### src/rtl/hilo_div_seq.sv
// Multi-cycle restoring divider producing {HI, LO} = {remainder, quotient}
// for DIV/DIVU, one quotient bit per cycle, with annul for pipeline flushes.
module hilo_div_seq (
  input  logic        clk,
  input  logic        rst,
  input  logic        signed_div_i,
  input  logic [31:0] opdata1_i,
  input  logic [31:0] opdata2_i,
  input  logic        start_i,
  input  logic        annul_i,
  output logic [63:0] result_o,
  output logic        ready_o,
  output logic        stallreq_o
);

  typedef enum logic [1:0] {S_FREE, S_BYZERO, S_ON, S_END} state_t;

  state_t      state_q, state_d;
  logic [5:0]  cnt_q, cnt_d;
  logic [63:0] w_q, w_d;
  logic [31:0] b_q, b_d;
  logic        sgn_q, sgn_d;
  logic        a_neg_q, a_neg_d;
  logic        b_neg_q, b_neg_d;
  logic [63:0] result_q, result_d;
  logic        ready_q, ready_d;

  logic [31:0] a_abs, b_abs, quot, rem;
  logic [32:0] diff;

  // The working register's top bit is provably always zero, so only 64 bits are kept.
  always_comb begin
    a_abs = (signed_div_i && opdata1_i[31]) ? (~opdata1_i + 32'd1) : opdata1_i;
    b_abs = (signed_div_i && opdata2_i[31]) ? (~opdata2_i + 32'd1) : opdata2_i;
    diff  = w_q[63:31] - {1'b0, b_q};
    quot  = (sgn_q && (a_neg_q ^ b_neg_q)) ? (~w_q[31:0] + 32'd1) : w_q[31:0];
    rem   = (sgn_q && a_neg_q) ? (~w_q[63:32] + 32'd1) : w_q[63:32];

    state_d  = state_q;
    cnt_d    = cnt_q;
    w_d      = w_q;
    b_d      = b_q;
    sgn_d    = sgn_q;
    a_neg_d  = a_neg_q;
    b_neg_d  = b_neg_q;
    result_d = result_q;
    ready_d  = ready_q;

    case (state_q)
      S_FREE: begin
        if (start_i && !annul_i) begin
          sgn_d   = signed_div_i;
          a_neg_d = opdata1_i[31];
          b_neg_d = opdata2_i[31];
          b_d     = b_abs;
          cnt_d   = 6'd0;
          if (opdata2_i == 32'd0) begin
            state_d = S_BYZERO;
            w_d     = 64'd0;
          end else begin
            state_d = S_ON;
            w_d     = {32'd0, a_abs};
          end
        end
      end
      S_BYZERO: begin
        result_d = 64'd0;
        if (annul_i) begin
          state_d = S_FREE;
          ready_d = 1'b0;
        end else begin
          state_d = S_END;
          ready_d = 1'b1;
        end
      end
      S_ON: begin
        if (annul_i) begin
          state_d  = S_FREE;
          cnt_d    = 6'd0;
          result_d = 64'd0;
          ready_d  = 1'b0;
        end else if (cnt_q != 6'd32) begin
          if (diff[32]) w_d = {w_q[62:0], 1'b0};
          else          w_d = {diff[31:0], w_q[30:0], 1'b1};
          cnt_d = cnt_q + 6'd1;
        end else begin
          state_d  = S_END;
          cnt_d    = 6'd0;
          result_d = {rem, quot};
          ready_d  = 1'b1;
        end
      end
      S_END: begin
        if (!start_i) begin
          state_d  = S_FREE;
          result_d = 64'd0;
          ready_d  = 1'b0;
        end
      end
      default: state_d = S_FREE;
    endcase
  end

  always_ff @(posedge clk) begin
    if (rst) begin
      state_q  <= S_FREE;
      cnt_q    <= 6'd0;
      w_q      <= 64'd0;
      b_q      <= 32'd0;
      sgn_q    <= 1'b0;
      a_neg_q  <= 1'b0;
      b_neg_q  <= 1'b0;
      result_q <= 64'd0;
      ready_q  <= 1'b0;
    end else begin
      state_q  <= state_d;
      cnt_q    <= cnt_d;
      w_q      <= w_d;
      b_q      <= b_d;
      sgn_q    <= sgn_d;
      a_neg_q  <= a_neg_d;
      b_neg_q  <= b_neg_d;
      result_q <= result_d;
      ready_q  <= ready_d;
    end
  end

  assign result_o   = result_q;
  assign ready_o    = ready_q;
  assign stallreq_o = start_i & ~annul_i & ~ready_q;

endmodule
### config.mk
export PLATFORM = sky130hd
export DESIGN_NAME = hilo_div_seq
export DESIGN_NICKNAME = d
export VERILOG_FILES = /design/src/rtl/hilo_div_seq.sv
export SDC_FILE = /design/constraint.sdc
export NUM_CORES = 1
export LEC_CHECK = 0
export ABC_CLOCK_PERIOD_IN_PS = 5000
export CORE_AREA = 2 2 156 158
export CTS_CLUSTER_DIAMETER = 120
export DETAILED_ROUTE_END_ITERATION = 10
export DIE_AREA = 0 0 158 160
export PLACE_DENSITY = 0.74
export REMOVE_ABC_BUFFERS = 1
export SYNTH_ARGS = -nofsm -noshare
export SYNTH_HDL_FRONTEND = slang
export SYNTH_SLANG_ARGS = --single-unit
### constraint.sdc
create_clock -name clk -period 5 [get_ports clk]
set_input_delay 0.75 -clock clk [delete_from_list [all_inputs] [get_ports clk]]
set_output_delay 0.75 -clock clk [all_outputs]
set_load 0.005 [all_outputs]
==> summary.txt <==
GLOBAL ROUTING
------------------------------------------------------------------------------------------
Global router's overall resource usage                                               0.238
Wire length of the first global-routing pass                                     48,800 um
Via count of the first global-routing pass                                           9,863
Number of antenna violations at the first check in global routing                        0
Total global routing overflow                                                            0
Maximum number of pins on one net before global-route repair                            94

LAYOUT
------------------------------------------------------------------------------------------
Finished Core Util                                                                   0.548
Final-layout fill cell count                                                         2,251
Number of diodes added for antenna fixing                                                0
Proportion of layout cells with a drive suffix above 1                              0.0572
Number of nets in the final layout                                                   1,601
Synthesis-to-layout area growth                                                      19.4%

SYNTHESIS
------------------------------------------------------------------------------------------
Post-Synthesis Mean Instance Area                                                7.81 um^2
YS warnings                                                                              0
Share of synthesized flip-flops with an asynchronous set or reset                        0
Post-Synth Adder-Cell Area                                                          0.0488
Post-Synth XOR/XNOR Area                                                             0.113
Number of synthesized register bits                                                    172
Cell taking the most area after synthesis                                          dfxtp_1
Share of the synthesized area in compound gates (AO/OA/AOI/OAI)                      0.243
Area of the mapped netlist                                                     0.0109 mm^2
Multiplexer fraction of the synthesized cell area                                   0.0247
Count of flip-flops with a built-in enable after synthesis                               0
Commonest register cell after synthesis                                            dfxtp_1
Area fraction in and, or, nand and nor cells after synthesis                         0.203
Area share of the leading cell type in the synthesized netlist                       0.315
Top cells by area, synth                                                      dfxtp_1 32%, xnor2_1 6.8%, nor2_1 6.4%, ha_1 4.7%, a21oi_1 4.6%
Post-synthesis sequential area ratio                                                 0.315
Count of different cell masters after synthesis                                         61
Cell count after synthesis                                                           1,399
Combinational family with the most area after synthesis                       compound AO/OA/AOI/OAI gates

PLACED DESIGN
------------------------------------------------------------------------------------------
Number of input and output port buffers inserted                                       134
Gpl congestion                                                                       0.868
Post-placement setup slack                                                          851 ps
DP Wirelength                                                                    21,700 um

DRT
------------------------------------------------------------------------------------------
DRC violation count after routing                                                        0
Antenna violation net count after detailed routing                                       0
Vias per inst                                                                         5.73
DR vias                                                                             10,470
1st-iter DRT viols                                                                     712
Pre-antenna DRT Iters                                                                    8
Total detailed-routing wirelength                                                30,300 um
Routed len/inst                                                                    16.6 um

TIMING
------------------------------------------------------------------------------------------
Clock period minus final worst setup slack                                         4110 ps
Final Hold Violating Endpoints                                                           0
Slew Viols, Final                                                                        0
Setup total negative slack                                                            0 ps
Actual transition at the worst max-transition pin                                  1030 ps
Final cycle utilization of the critical path                                         0.821
Maximum clock frequency                                                          0.244 GHz
Headroom to the max-slew limit                                                       0.292
RSZ-0062 raised after global routing                                                 false
Slack of the critical path                                                          895 ps
Final setup violation count                                                              0
Clock skew after layout                                                            18.1 ps

PWR
------------------------------------------------------------------------------------------
Power density relative to cell area                                            392 mW/mm^2
Net Switching                                                                    0.00216 W
Combinational share of power                                                         0.406
Worst voltage drop across the vdd grid                                            0.240 mV
Portion of total power attributed to sequential cells                                0.343
Leakage power of the design                                                        4.71 nW
Internal Pwr Total                                                               0.00295 W
Switching power as a share of total power                                            0.422
Clock group share of total power                                                     0.251

CLOCK TREE
------------------------------------------------------------------------------------------
Insertion delay of the later-clocked pin in the worst-skew pair                     450 ps
Sink count of the clock tree                                                           172
Number of hold buffers added after cts                                                   0
Cts bufs inserted                                                                       17
Cells resized by post-CTS repair                                                         0
Htree depth                                                                              4
CTS tree                                                                               yes
CTS max path bufs                                                                        2
Clock edge transition at the registers on the reported setup and hold paths          70 ps
Post-CTS Setup Inserts                                                                   0
Library cell used as clock root buffer                                           clkbuf_16

DIE
------------------------------------------------------------------------------------------
Height of the die                                                                   160 um
Starting utilization of the core area                                                0.459
Count of pins on the block boundary                                                    135
Cell row count                                                                          57
Core Area                                                                      0.0238 mm^2
Horizontal die dimension                                                            158 um
Floorplan die area                                                             0.0253 mm^2

CRITICAL PATH
------------------------------------------------------------------------------------------
Crit-path max FO                                                                        21
Category of the worst setup path launch point                                     register
Endpoint of the most critical register-to-register path                             w_q[0]
CP Class                                                                      register to register
Worst R2R Start                                                                    w_q[31]
Required time of the critical path                                                 5370 ps
Critical Path End Type                                                            register
Data arrival time of the worst path                                                4470 ps
FF-to-FF setup slack                                                                890 ps
R2R cell count                                                                          13

MIN PATH
------------------------------------------------------------------------------------------
Min-Delay Path Depth                                                                     2
Worst hold path class                                                         register to register
Critical hold path startpoint                                                      b_q[20]
Worst-case hold path end point                                                     b_q[20]

JOB
------------------------------------------------------------------------------------------
Maximum Capacitance Violations                                                           0

OUTCOME
------------------------------------------------------------------------------------------
Result of the run                                                             finished, final reports clean

==> final cells by class <==
cell class	instances	area (um^2)	area share
Sequential cell	172	3440	0.264
Clock inverter	15	129	0.00988
Tap cell	324	405	0.0311
Timing Repair Buffer	148	1460	0.112
Clock buffer	17	425	0.0326
Multi-Input combinational cell	1080	6920	0.531
Inverter	71	267	0.0204
==> worst max-delay path, cell delays in order, from the launching register on <==
cell and delay [ps]:
dfxtp_1 390, inv_1 110, ha_1 240, fa_1 400, nand2b_1 180, a21oi_1 180
o21ai_0 210, o311ai_2 430, a21oi_1 230, or4_1 620, nand3_1 400, buf_12 260
a221oi_1 110, a211oi_1 260
==> cells in the final DEF (no fill, tap or decap), types with 7 or more instances in the layout <==
master,synthesis,final
a21oi_1,101,101
a221oi_2,20,20
buf_4,3,14
o31ai_1,20,20
mux2i_1,27,27
clkbuf_16,0,17
a31oi_1,10,10
nor2_1,186,183
nor4_1,19,19
xnor2_1,85,85
clkdlybuf4s50_1,0,133
inv_1,71,71
ha_1,41,40
o41ai_1,10,10
or3_1,14,14
o21ai_0,99,99
a22oi_1,32,32
o311ai_0,8,8
nor2b_1,8,8
nand2_1,116,116
nand3_1,17,16
and3_1,7,7
and2_1,9,9
a21o_1,13,13
a221oi_1,7,7
a211oi_1,31,31
nor3_1,57,57
dfxtp_1,172,172
nand2b_1,14,14
xor2_1,56,56
a32oi_1,8,8
==> synth_stat cells (19+ instances only) <==
cell and number:
o31ai_1 20, mux2i_1 27, nor3_1 57, xor2_1 56, clkbuf_1 67, dfxtp_1 172, inv_1 71, a211oi_1 31
a221oi_2 20, ha_1 41, nor4_1 19, o21ai_0 99, xnor2_1 85, nand2_1 116, a22oi_1 32, nor2_1 186
a21oi_1 101
==> layer usage <==
layer	part of all wire	GRT usage	vias up
met5	0	0	-
met4	0.023	0.0790	0
met3	0.050	0.0350	43
met2	0.48	0.394	312
met1	0.44	0.316	4951
li1	-	-	5164
==> worst max-delay path by stage <==
stage | from | endpoint | slack [ps] | cells after the start
floorplan | state_q[0] | result_o[10] | 670 | 9
global placement | opdata2_i[7] | w_q[6] | 950 | 10
detailed placement | opdata2_i[7] | w_q[7] | 850 | 10
CTS | w_q[31] | w_q[40] | 970 | 13
global route | w_q[31] | w_q[0] | 610 | 13
finish | w_q[31] | w_q[0] | 890 | 13
==> registers in the layout, summed over array words and instances, names as in the netlist <==
signal	cells
a_neg_q	1
b_neg_q	1
b_q	32
cnt_q	6
ready_o	1
result_o	64
sgn_q	1
state_q	2
w_q	64
==> metrics by stage <==
stage | total power [W] | instance area [um^2] | hold slack (ps) | std cells
floorplan | 0.00319 | 10600 | 426 | 1323
CTS | 0.00510 | 13000 | 454 | 1827
global placement | 0.00376 | 12500 | 438 | 1795
finish | 0.00511 | 13000 | 453 | 1827
detailed placement | 0.00381 | 12500 | 442 | 1795
global route | 0.00542 | 13000 | 468 | 1827
==> power groups by stage <==
stage | Combinational, W | Sequential (W) | Clock (W)
5_1_grt | 0.00229 | 0.00178 | 0.00135
6_report | 0.00207 | 0.00175 | 0.00128
2_1_floorplan | 0.00146 | 0.00172 | 0
3_3_place_gp | 0.00199 | 0.00177 | 0
4_1_cts | 0.00206 | 0.00175 | 0.00129
3_5_place_dp | 0.00203 | 0.00178 | 0
==> cell families after synthesis <==
group	count (synthesis)
xor gates and xnor gates	141
buffers and inverters	147
DFF	172
AOI/OAI and AO/OA	394
and+or+nand+nor	476
muxes	27
adders and majority gates	42
Note: power is estimated with default switching activity, not from simulation.
